**config.mk**
```make
export PLATFORM = sky130hd
export DESIGN_NAME = pc_next_unit_flat
export DESIGN_NICKNAME = d
export VERILOG_FILES = /design/src/rtl/pc_next_unit_pkg.sv /design/src/rtl/pc_next_unit_if.sv /design/src/rtl/pc_next_unit_target_calc.sv /design/src/rtl/pc_next_unit.sv /design/src/flat_wrapper.sv
export SDC_FILE = /design/constraint.sdc
export NUM_CORES = 1
export LEC_CHECK = 0
export BUFFER_PORTS_ARGS = -buffer_cell sky130_fd_sc_hd__buf_2
export CAP_MARGIN = 20
export CORE_ASPECT_RATIO = 1.1
export CORE_MARGIN = 2
export CORE_UTILIZATION = 50
export DETAILED_ROUTE_END_ITERATION = 8
export PLACE_DENSITY = 0.78
export SLEW_MARGIN = 20
export SYNTH_ARGS = -nofsm -noshare
export SYNTH_HDL_FRONTEND = slang
export SYNTH_SLANG_ARGS = --single-unit
```
**constraint.sdc**
```tcl
create_clock -name clk -period 2.5 [get_ports clk]
set_clock_uncertainty 0.1 [all_clocks]
set_input_delay 0.75 -clock clk [delete_from_list [all_inputs] [get_ports clk]]
set_output_delay 0.75 -clock clk [all_outputs]
set_load 0.02 [all_outputs]
```
**src/rtl/pc_next_unit_pkg.sv**
```systemverilog
// Shared types and constants for the RV32I next-PC stage.
// Redirect kinds, FSM state encoding and the instruction step size.
package pc_pkg;

    typedef enum logic [1:0] {
        BR       = 2'd0,
        JAL      = 2'd1,
        JALR     = 2'd2,
        KIND_ILL = 2'd3
    } redir_kind_t;

    typedef enum logic {
        RUN  = 1'b0,
        PEND = 1'b1
    } pc_state_t;

    localparam int INSTR_BYTES = 4;

    function automatic logic kind_legal(input redir_kind_t kind);
        return kind != KIND_ILL;
    endfunction

endpackage

```
**src/rtl/pc_next_unit_if.sv**
```systemverilog
// Bundle between the EX-stage resolve logic / fetch and the next-PC stage.
// The master drives redirect/stall/trap requests; the slave (pc_next_unit) returns the fetch PC.
interface pc_next_unit_if #(
    parameter int XLEN  = 32,
    parameter int CNT_W = 16
);
    logic             stall_i;
    logic             redir_valid_i;
    logic [1:0]       redir_kind_i;
    logic [XLEN-1:0]  redir_base_i;
    logic [XLEN-1:0]  redir_rs1_i;
    logic [XLEN-1:0]  redir_imm_i;
    logic             trap_i;

    logic [XLEN-1:0]  pc_o;
    logic [XLEN-1:0]  pc_plus4_o;
    logic             flush_o;
    logic             misalign_o;
    logic [XLEN-1:0]  bad_addr_o;
    logic [CNT_W-1:0] redir_cnt_o;

    modport master (
        output stall_i, redir_valid_i, redir_kind_i, redir_base_i,
               redir_rs1_i, redir_imm_i, trap_i,
        input  pc_o, pc_plus4_o, flush_o, misalign_o, bad_addr_o, redir_cnt_o
    );

    modport slave (
        input  stall_i, redir_valid_i, redir_kind_i, redir_base_i,
               redir_rs1_i, redir_imm_i, trap_i,
        output pc_o, pc_plus4_o, flush_o, misalign_o, bad_addr_o, redir_cnt_o
    );

endinterface

```
**src/rtl/pc_next_unit_target_calc.sv**
```systemverilog
// Combinational redirect target: base+imm for BR/JAL, (rs1+imm)&~1 for JALR,
// plus the misalignment flag for the configured instruction alignment.
module pc_target_calc
    import pc_pkg::*;
#(
    parameter int XLEN   = 32,
    parameter int IALIGN = 32
) (
    input  redir_kind_t     i_kind,
    input  logic [XLEN-1:0] i_base,
    input  logic [XLEN-1:0] i_rs1,
    input  logic [XLEN-1:0] i_imm,
    output logic [XLEN-1:0] o_tgt,
    output logic            o_misaligned
);

    logic [XLEN-1:0] w_pc_rel;
    logic [XLEN-1:0] w_reg_rel;

    assign w_pc_rel  = i_base + i_imm;
    assign w_reg_rel = (i_rs1 + i_imm) & ~XLEN'(1);
    assign o_tgt     = (i_kind == JALR) ? w_reg_rel : w_pc_rel;

    // Compressed-capable cores only require halfword alignment.
    generate
        if (IALIGN == 16) begin : g_align16
            assign o_misaligned = o_tgt[0];
        end else begin : g_align32
            assign o_misaligned = |o_tgt[1:0];
        end
    endgenerate

endmodule

```
**src/rtl/pc_next_unit.sv**
```systemverilog
// Next-PC stage: owns the fetch PC, applies redirects/traps with priority,
// parks a redirect that lands during a fetch stall and traps misaligned targets.
module pc_next_unit
    import pc_pkg::*;
#(
    parameter int              XLEN     = 32,
    parameter logic [XLEN-1:0] RESET_PC = '0,
    parameter logic [XLEN-1:0] TRAP_VEC = XLEN'(32'h100),
    parameter int              IALIGN   = 32,
    parameter int              CNT_W    = 16
) (
    input  logic           clk,
    input  logic           rst_n,
    pc_next_unit_if.slave  bus
);

    pc_state_t        r_state;
    logic [XLEN-1:0]  r_pc;
    logic [XLEN-1:0]  r_pend_tgt;
    logic [XLEN-1:0]  r_bad_addr;
    logic             r_misalign;
    logic [CNT_W-1:0] r_cnt;

    pc_state_t        w_state_next;
    redir_kind_t      w_kind;
    logic [XLEN-1:0]  w_tgt;
    logic             w_tgt_misaligned;
    logic             w_redir_ok;
    logic             w_event;
    logic             w_fault;
    logic [XLEN-1:0]  w_eff_tgt;
    logic [XLEN-1:0]  w_pc_next;
    logic             w_pend_load;
    logic             w_flush;
    logic             w_cnt_sat;

    assign w_kind = redir_kind_t'(bus.redir_kind_i);

    pc_target_calc #(
        .XLEN   (XLEN),
        .IALIGN (IALIGN)
    ) u_target_calc (
        .i_kind       (w_kind),
        .i_base       (bus.redir_base_i),
        .i_rs1        (bus.redir_rs1_i),
        .i_imm        (bus.redir_imm_i),
        .o_tgt        (w_tgt),
        .o_misaligned (w_tgt_misaligned)
    );

    // A trap outranks a same-cycle redirect and is never itself checked for alignment.
    assign w_redir_ok = bus.redir_valid_i && kind_legal(w_kind);
    assign w_event    = bus.trap_i || w_redir_ok;
    assign w_fault    = !bus.trap_i && w_redir_ok && w_tgt_misaligned;
    assign w_eff_tgt  = (bus.trap_i || w_fault) ? TRAP_VEC : w_tgt;
    assign w_cnt_sat  = &r_cnt;

    always_ff @(posedge clk or negedge rst_n) begin : state_reg
        if (!rst_n) begin
            r_state <= RUN;
        end else begin
            // NOTE: non-blocking so every register samples the pre-edge values of its peers.
            r_state <= w_state_next;
        end
    end

    always_comb begin : next_state
        // NOTE: default first so no path through the case leaves the target unassigned (latch).
        w_state_next = r_state;
        unique case (r_state)
            RUN:     if (w_event && bus.stall_i) w_state_next = PEND;
            PEND:    if (!bus.stall_i)           w_state_next = RUN;
            default: w_state_next = RUN;
        endcase
    end

    always_comb begin : outputs
        w_flush     = w_event;
        w_pend_load = w_event && bus.stall_i;
        w_pc_next   = r_pc;
        if (!bus.stall_i) begin
            if (w_event) begin
                w_pc_next = w_eff_tgt;
            end else if (r_state == PEND) begin
                w_pc_next = r_pend_tgt;
            end else begin
                w_pc_next = r_pc + XLEN'(INSTR_BYTES);
            end
        end
    end

    always_ff @(posedge clk or negedge rst_n) begin : datapath_regs
        if (!rst_n) begin
            r_pc       <= RESET_PC;
            r_pend_tgt <= '0;
            r_bad_addr <= '0;
            r_misalign <= 1'b0;
            r_cnt      <= '0;
        end else begin
            r_pc       <= w_pc_next;
            r_misalign <= w_fault;
            if (w_pend_load) r_pend_tgt <= w_eff_tgt;
            if (w_fault)     r_bad_addr <= w_tgt;
            if (w_event && !w_cnt_sat) r_cnt <= r_cnt + CNT_W'(1);
        end
    end

    assign bus.pc_o        = r_pc;
    assign bus.pc_plus4_o  = r_pc + XLEN'(INSTR_BYTES);
    assign bus.flush_o     = w_flush;
    assign bus.misalign_o  = r_misalign;
    assign bus.bad_addr_o  = r_bad_addr;
    assign bus.redir_cnt_o = r_cnt;

endmodule

```
**src/flat_wrapper.sv**
```systemverilog
// flat-port wrapper written by rule: the top's interface ports become plain ports
module pc_next_unit_flat import pc_pkg::*;
#(
    parameter int              XLEN     = 32,
    parameter logic [XLEN-1:0] RESET_PC = '0,
    parameter logic [XLEN-1:0] TRAP_VEC = XLEN'(32'h100),
    parameter int              IALIGN   = 32,
    parameter int              CNT_W    = 16
)
  (clk, rst_n, bus_stall_i, bus_redir_valid_i, bus_redir_kind_i, bus_redir_base_i, bus_redir_rs1_i, bus_redir_imm_i, bus_trap_i, bus_pc_o, bus_pc_plus4_o, bus_flush_o, bus_misalign_o, bus_bad_addr_o, bus_redir_cnt_o);
  pc_next_unit_if #(.XLEN(XLEN), .CNT_W(CNT_W)) bus_i ();
  input  logic clk;
  input  logic rst_n;
  input wire logic [$bits(bus_i.stall_i)-1:0] bus_stall_i;
  input wire logic [$bits(bus_i.redir_valid_i)-1:0] bus_redir_valid_i;
  input wire logic [$bits(bus_i.redir_kind_i)-1:0] bus_redir_kind_i;
  input wire logic [$bits(bus_i.redir_base_i)-1:0] bus_redir_base_i;
  input wire logic [$bits(bus_i.redir_rs1_i)-1:0] bus_redir_rs1_i;
  input wire logic [$bits(bus_i.redir_imm_i)-1:0] bus_redir_imm_i;
  input wire logic [$bits(bus_i.trap_i)-1:0] bus_trap_i;
  output wire logic [$bits(bus_i.pc_o)-1:0] bus_pc_o;
  output wire logic [$bits(bus_i.pc_plus4_o)-1:0] bus_pc_plus4_o;
  output wire logic [$bits(bus_i.flush_o)-1:0] bus_flush_o;
  output wire logic [$bits(bus_i.misalign_o)-1:0] bus_misalign_o;
  output wire logic [$bits(bus_i.bad_addr_o)-1:0] bus_bad_addr_o;
  output wire logic [$bits(bus_i.redir_cnt_o)-1:0] bus_redir_cnt_o;
  assign bus_i.stall_i = bus_stall_i;
  assign bus_i.redir_valid_i = bus_redir_valid_i;
  assign bus_i.redir_kind_i = bus_redir_kind_i;
  assign bus_i.redir_base_i = bus_redir_base_i;
  assign bus_i.redir_rs1_i = bus_redir_rs1_i;
  assign bus_i.redir_imm_i = bus_redir_imm_i;
  assign bus_i.trap_i = bus_trap_i;
  assign bus_pc_o = bus_i.pc_o;
  assign bus_pc_plus4_o = bus_i.pc_plus4_o;
  assign bus_flush_o = bus_i.flush_o;
  assign bus_misalign_o = bus_i.misalign_o;
  assign bus_bad_addr_o = bus_i.bad_addr_o;
  assign bus_redir_cnt_o = bus_i.redir_cnt_o;
  pc_next_unit #(.XLEN(XLEN), .RESET_PC(RESET_PC), .TRAP_VEC(TRAP_VEC), .IALIGN(IALIGN), .CNT_W(CNT_W)) u_core (.clk(clk), .rst_n(rst_n), .bus(bus_i));
endmodule
```
==> flow_summary.json, run 1 <==
{
  "status": "stopped before the end",
  "stop_stage": "5_1_grt",
  "error": "[ERROR GRT-0232] Routing congestion too high. Check the congestion heatmap in the GUI.",
  "fp.dieW_um": 132,
  "synth_xor_area_share_pct": 8.72,
  "cts_buffer_depth": 2,
  "async_flop_share_pct": 100,
  "ys_seq_area_share_pct": 31.6,
  "io_pins": 217,
  "yosys.area.top_type": "dfrtp_1",
  "synth_cells": 1080,
  "synth_top_family_by_area": "compound AO/OA/AOI/OAI gates",
  "synth_simple_gate_area_share_pct": 17.6,
  "synth_area_um2": 9040,
  "dp.cells": 1783,
  "grt_usage_pct": 70.2,
  "synth_compound_area_share_pct": 24.2,
  "yosysMostFrequentCell": "nand2_1",
  "fp-row-count": 51,
  "root_buffer": "clkbuf_16",
  "yosys_most_used_dff": "dfrtp_1",
  "synthDominantCellAreaShare_pct": 31.6,
  "netlist_top_cells_area": "dfrtp_1 (32%), ha_1 (8.7%), xnor2_1 (5.9%), o21ai_0 (5.4%), nand2_1 (5.3%)",
  "start_util_pct": 51.0,
  "endpoint_type": "sequential cell input",
  "crit_endpoint": "u_core.bus.pc_o[31]$_DFFE_PN0N_/D",
  "ys.warnings.count": 0,
  "overflow": 1,
  "synthAdderAreaFrac_pct": 9.16,
  "synth.net_count": 1248,
  "ys_ff_latch": 114,
  "cts_buffers": 17,
  "cts.sinks": 114,
  "synth_edf_count": 0,
  "h-tree-depth": 4,
  "port_buffers": 216,
  "ys_top_cells_by_count": "nand2_1 (127), dfrtp_1 (114), o21ai_0 (97)",
  "routabilityCongestion": 0.928,
  "fp.dieH_um": 145,
  "muxShareOfSynthArea_pct": 4.44,
  "ys_types": 70,
  "dp_hpwl_mm": 25.4,
  "grt_max_degree": 36,
  "avgSynthCellArea_um2": 8.37
}
-- stage by stage --
stage | hold slack, ns | util, % | cell area, µm² | setup slack (ns) | TNS [ns]
after global placement | 0.354 | 75.3 | 13400 | -1.06 | -63.37
after CTS | 0.195 | 88.0 | 15600 | -0.637 | -25.50
after floorplan | 0.341 | - | 10000 | -0.777 | -20.52
after detailed placement | 0.363 | 75.3 | 13400 | -1.13 | -68.78
-- layer usage --
metal / GRT overflow / GRT usage [%]
met5: 0 / 7.67
met4: 0 / 70.1
met3: 0 / 50.9
met2: 1 / 91.8
met1: 0 / 69.5
-- logic make-up after synthesis --
| group | count (synthesis) |
|---|---|
| buffers and inverters | 94 |
| DFF | 114 |
| muxes | 38 |
| and+or+nand+nor | 338 |
| AOI/OAI and AO/OA | 341 |
| xor gates and xnor gates | 90 |
| adders and majority gates | 65 |
-- repair_timing --
item	4_1_cts
pin swaps	154
gates resized for setup	267
endpoints found under the setup margin	106
hold buffers	0
setup buffers	60
==> run 2, diff against run 1 <==
CORE_ASPECT_RATIO = not set   (was 1.1)
CORE_UTILIZATION = 40   (was 50)
PLACE_DENSITY = not set   (was 0.78)
PLACE_DENSITY_LB_ADDON = 0.15   (was not set)
clock period = 3.2 ns   (was 2.5 ns; I/O delays follow)
==> flow_summary.json, run 2 <==
{
  "grt_pass1_vias": 9329,
  "holdBufCountCts": 0,
  "setup_ws_ns": -0.129,
  "power.total_mw": 6.61,
  "ys_ff_latch": 114,
  "area_delta_synth_final_pct": 54.5,
  "ys.warnings.count": 0,
  "slew_headroom_pct": 54.5,
  "grt_usage_pct": 25.5,
  "ys_top_cells_by_count": "nand2_1 (127), dfrtp_1 (114), o21ai_0 (97)",
  "clock.fmax_ghz": 0.300,
  "io_pins": 217,
  "final_cell_mix": "buf_4 (289), buf_2 (196), nand2_1 (125)",
  "async_flop_share_pct": 100,
  "ir_drop_mv": 0.245,
  "n_antenna_cell": 0,
  "ant_nets": 0,
  "cp.arrival_ns": 3.52,
  "place_area_um2": 12400,
  "cp-start-kind": "primary input",
  "grt_pass1_wl_mm": 48.7,
  "h-tree-depth": 4,
  "port_buffers": 216,
  "synth_area_um2": 9040,
  "firstDrtPassIters": 5,
  "overflow": 0,
  "maxCapViolations": 0,
  "dieArea_um2": 23800,
  "finalNetCount": 1711,
  "fin_crit_sh_pct": 104,
  "hp-class": "reg -> reg",
  "coreArea_um2": 22400,
  "setup_viol": 6,
  "critPathRequiredTime_ns": 3.39,
  "cts_buffer_depth": 2,
  "cts_tree": "done",
  "cts.sinks": 114,
  "cts_buffers": 17,
  "root_buffer": "clkbuf_16",
  "fin_crit_ns": 3.33,
  "worst_slew_pin_slew_ns": 0.683,
  "rrSetupSlack_ns": 0.67,
  "via_count": 9773,
  "critPathKind": "in -> reg",
  "yosys.area.top_type": "dfrtp_1",
  "antenna_found_initial": 0,
  "slowest_stage": "or3_1",
  "r2r_end": "u_core.bus.pc_o[31]",
  "fp.dieH_um": 154,
  "hold_viol": 0,
  "fin_area_um2": 14000,
  "yosysMostFrequentCell": "nand2_1",
  "drcViolationCount": 0,
  "fp-row-count": 55,
  "fp.dieW_um": 154,
  "violations": "setup timing",
  "grt_max_degree": 55,
  "critical_path.max_fanout": 3,
  "dp_hpwl_mm": 24.5,
  "place_ws_ns": -0.688,
  "ys_types": 70,
  "yosys_most_used_dff": "dfrtp_1",
  "r2r_cells": 12,
  "netlist_top_cells_area": "dfrtp_1 (32%), ha_1 (8.7%), xnor2_1 (5.9%), o21ai_0 (5.4%), nand2_1 (5.3%)",
  "clk_pin_slew_ns": 0.05,
  "rsz0062_at_grt": "true",
  "synth_cells": 1080,
  "mostFrequentLayoutCell": "buf_4",
  "routabilityCongestion": 0.874,
  "synth.net_count": 1248,
  "slowest_delay_ns": 0.33,
  "drt-total-wl_mm": 31.1,
  "hp-start": "u_core.r_pend_tgt[8]",
  "r2r_start": "u_core.bus.pc_o[2]",
  "via_per_inst": 5.31,
  "end_kind": "register",
  "worstPathCellList": "buf_2, ha_1, a21o_1, nand3_1, a21oi_2, o21a_1, or2_1, o211a_1, or3_1, a31oi_2, xnor2_2, a221o_1",
  "insertion_delay_ns": 0.41,
  "wl_per_cell_um": 16.9,
  "start_util_pct": 40.3,
  "maxSlewViolCount": 0,
  "hold_depth": 2,
  "synthDominantCellAreaShare_pct": 31.6,
  "p_per_area_nw_per_um2": 473,
  "avgSynthCellArea_um2": 8.37,
  "drive_gt1_share_pct": 44.8,
  "final_core_util_pct": 62.3,
  "fin_cells": 1841,
  "status": "finished with violations",
  "dp.cells": 1777,
  "synth_edf_count": 0,
  "ys_seq_area_share_pct": 31.6,
  "p_leak_nw": 6.77,
  "drt_iter0_drc": 504,
  "hold_path_end": "u_core.r_pend_tgt[8]"
}
[run 2: cell counts after synthesis]
No cell type changed its count.
[run 2: how the worst max path moves through the flow]
stage / endpoint / cells past startpoint / startpoint / slack [ns]
after floorplan: u_core.bus.pc_o[31] / 11 / bus_redir_imm_i[24] / -0.29
after global placement: u_core.bus.pc_o[25] / 13 / bus_redir_imm_i[4] / -0.64
after detailed placement: u_core.bus.pc_o[31] / 12 / bus_redir_imm_i[24] / -0.69
after CTS: u_core.bus.pc_o[31] / 12 / bus_redir_base_i[4] / -0.21
after global routing: u_core.bus.pc_o[31] / 12 / bus_redir_imm_i[12] / -0.22
final: u_core.bus.pc_o[31] / 12 / bus_redir_imm_i[1] / -0.13
[run 2: kinds of logic after synthesis]
family                   count (synthesis)  synth area share (%)
AO/OA/AOI/OAI                          341                  24.2
flip-flops                             114                  31.6
buffers and inverters                   94                  4.30
adder cells (fa/ha/maj)                 65                  9.16
multiplexers                            38                  4.44
XOR/XNOR                                90                  8.72
AND/OR/NAND/NOR                        338                  17.6
[run 2: power breakdown]
part | leakage, nW | internal [mW] | switching [mW]
registers | 1.47 | 1.72 | 0.238
logic | 5.03 | 1.30 | 1.57
clock network | 0.266 | 1.07 | 0.709
total | 6.77 | 4.09 | 2.52
[run 2: layer usage]
| layer | GRT usage [%] | up-vias | routed length, µm |
|---|---|---|---|
| met5 | 0 | - | 0 |
| met4 | 7.05 | 0 | 560 |
| met3 | 2.80 | 35 | 1330 |
| met2 | 41.4 | 291 | 14600 |
| met1 | 36.2 | 4601 | 14700 |
| li1 | - | 4846 | - |
[run 2: per-stage QoR]
step | setup TNS (ns) | hold WS [ns]
2_1_floorplan | -0.902 | 0.341
3_3_place_gp | -30.66 | 0.354
3_5_place_dp | -31.61 | 0.363
4_1_cts | -1.26 | 0.376
5_1_grt | -2.17 | 0.397
6_report | -0.325 | 0.376
[run 2: area by class of cell]
class                           instances  area [µm²]
Clock buffer                           17         425
Timing Repair Buffer                  502        3390
Tap cell                              285         357
Clock inverter                         15         136
Fill cell                            2018        8470
Inverter                               36         135
Multi-Input combinational cell        872        6670
Sequential cell                       114        2850
[run 2: repair_timing]
action / in CTS / in global routing
hold endpoints to repair: 0 / 0
endpoints found under the setup margin: 51 / 69
setup buffers: 11 / 21
resized for setup: 69 / 110
pin swaps: 32 / 54
cloned: 0 / 0
[run 2: worst max-delay path: cells and delay by family]
kind | cells | cell delay (ns)
buf+inv | 1 | 0.12
compound gates | 6 | 1.31
simple gates | 3 | 0.71
xor+xnor | 1 | 0.11
fa+ha+maj | 1 | 0.29
(Power assumes the default switching activity.)
==> run 3, diff against run 2 <==
PLACE_DENSITY = 0.71   (was not set)
PLACE_DENSITY_LB_ADDON = not set   (was 0.15)
TNS_END_PERCENT = 10   (was not set)
==> flow_summary.json, run 3 (synthesized netlist as in run 2, its figures left out) <==
{
  "cp-start-kind": "primary input",
  "holdBufCountCts": 0,
  "mostFrequentLayoutCell": "buf_4",
  "area_delta_synth_final_pct": 52.4,
  "grt_pass1_vias": 9791,
  "end_kind": "register",
  "p_per_area_nw_per_um2": 490,
  "setup_viol": 15,
  "fin_crit_sh_pct": 104,
  "slew_headroom_pct": 58.1,
  "critPathKind": "in -> reg",
  "drive_gt1_share_pct": 43.0,
  "root_buffer": "clkbuf_16",
  "overflow": 0,
  "via_per_inst": 5.51,
  "via_count": 10000,
  "grt_max_degree": 61,
  "clk_pin_slew_ns": 0.06,
  "r2r_cells": 11,
  "maxCapViolations": 0,
  "cts_buffer_depth": 2,
  "setup_tns_ns": -0.611,
  "n_antenna_cell": 0,
  "critPathRequiredTime_ns": 3.40,
  "violations": "setup timing",
  "grt_pass1_wl_mm": 49.6,
  "cts_buffers": 17,
  "fin_crit_ns": 3.34,
  "start_util_pct": 40.3,
  "clock.fmax_ghz": 0.300,
  "dieArea_um2": 23800,
  "antenna_found_initial": 0,
  "final_cell_mix": "buf_4 (267), buf_2 (201), nand2_1 (123)",
  "hold_depth": 2,
  "wl_per_cell_um": 17.7,
  "drt-total-wl_mm": 32.2,
  "cts.sinks": 114,
  "worst_slew_pin_slew_ns": 0.626,
  "dp_hpwl_mm": 24.6,
  "cts_tree": "done",
  "fp.dieW_um": 154,
  "setup_ws_ns": -0.138,
  "drt_iter0_drc": 790,
  "power.total_mw": 6.75,
  "grt_usage_pct": 25.9,
  "fp-row-count": 55,
  "rsz0062_at_grt": "true",
  "h-tree-depth": 4,
  "nFillCells": 1916,
  "maxSlewViolCount": 0,
  "status": "finished with violations",
  "p_leak_nw": 6.65,
  "hp-class": "reg -> reg",
  "finalNetCount": 1690,
  "critical_path.max_fanout": 3,
  "insertion_delay_ns": 0.42,
  "fp.dieH_um": 154,
  "io_pins": 217,
  "routabilityCongestion": 0.880,
  "port_buffers": 216,
  "cp.arrival_ns": 3.54,
  "drcViolationCount": 0,
  "firstDrtPassIters": 6,
  "coreArea_um2": 22400,
  "hold_viol": 0,
  "ant_nets": 0,
  "ir_drop_mv": 0.300
}
## run 3: cell type report
class,count,area (µm²),area share (%)
Sequential cell,114,2850,20.7
Timing Repair Buffer,481,3210,23.3
Clock inverter,14,180,1.31
Clock buffer,18,429,3.11
Multi-Input combinational cell,872,6620,48.0
Inverter,36,135,0.980
Tap cell,285,357,2.59
## run 3: power breakdown
group,switching [mW],total [mW],internal [mW]
logic,1.57,2.83,1.26
registers,0.241,1.96,1.72
clock network,0.730,1.96,1.23
## run 3: what timing repair did
action | CTS | global route
setup buffers | 13 | 1
cloned | 0 | 0
pin swaps | 32 | 32
endpoints found under the setup margin | 48 | 70
resized for setup | 55 | 95
## run 3: path summary, 6_finish.rpt
path / from / slack, ns / end
worst min register to register: u_core.r_pend_tgt[8] / 0.37 / u_core.r_pend_tgt[8]
worst max register to register: u_core.bus.pc_o[16] / 0.84 / u_core.bus.pc_o[29]
worst max-delay path: bus_redir_imm_i[16] / -0.14 / u_core.bus.pc_o[31]
max in group asynchronous: rst_n / 1.92 / u_core.bus.pc_o[23]
worst min-delay path: u_core.r_pend_tgt[8] / 0.37 / u_core.r_pend_tgt[8]
min in group asynchronous: rst_n / 0.39 / u_core.bus.redir_cnt_o[6]
## run 3: worst max-delay path, stage by stage
cell and delay [ns]:
buf_2 0.13, ha_4 0.25, a21oi_2 0.16, o21ai_2 0.09
nor4_1 0.28, nor3_1 0.13, or3_1 0.32, o211a_1 0.24
or3_1 0.33, a31oi_2 0.19, xnor2_2 0.12, a221o_1 0.33
## run 3: metrics by stage
step                      instances  instance area, µm²  setup WS [ns]  utilization, %  hold slack, ns
after floorplan                1080                9200         -0.287               -           0.341
after global placement         1774               12300         -0.604            54.9           0.354
after detailed placement       1774               12300         -0.635            54.9           0.363
after CTS                      1819               13300         -0.152            59.2           0.375
after global routing           1820               13800         -0.206            61.4           0.400
final                          1820               13800         -0.138            61.4           0.375
## run 3: per-layer routing
layer  track usage [%]  up-vias  wire length, µm
met5                 0        -                0
met4              7.50        0              830
met3              3.59       62             1510
met2              45.1      346            15800
met1              33.7     4802            14100
li1                  -     4817                -
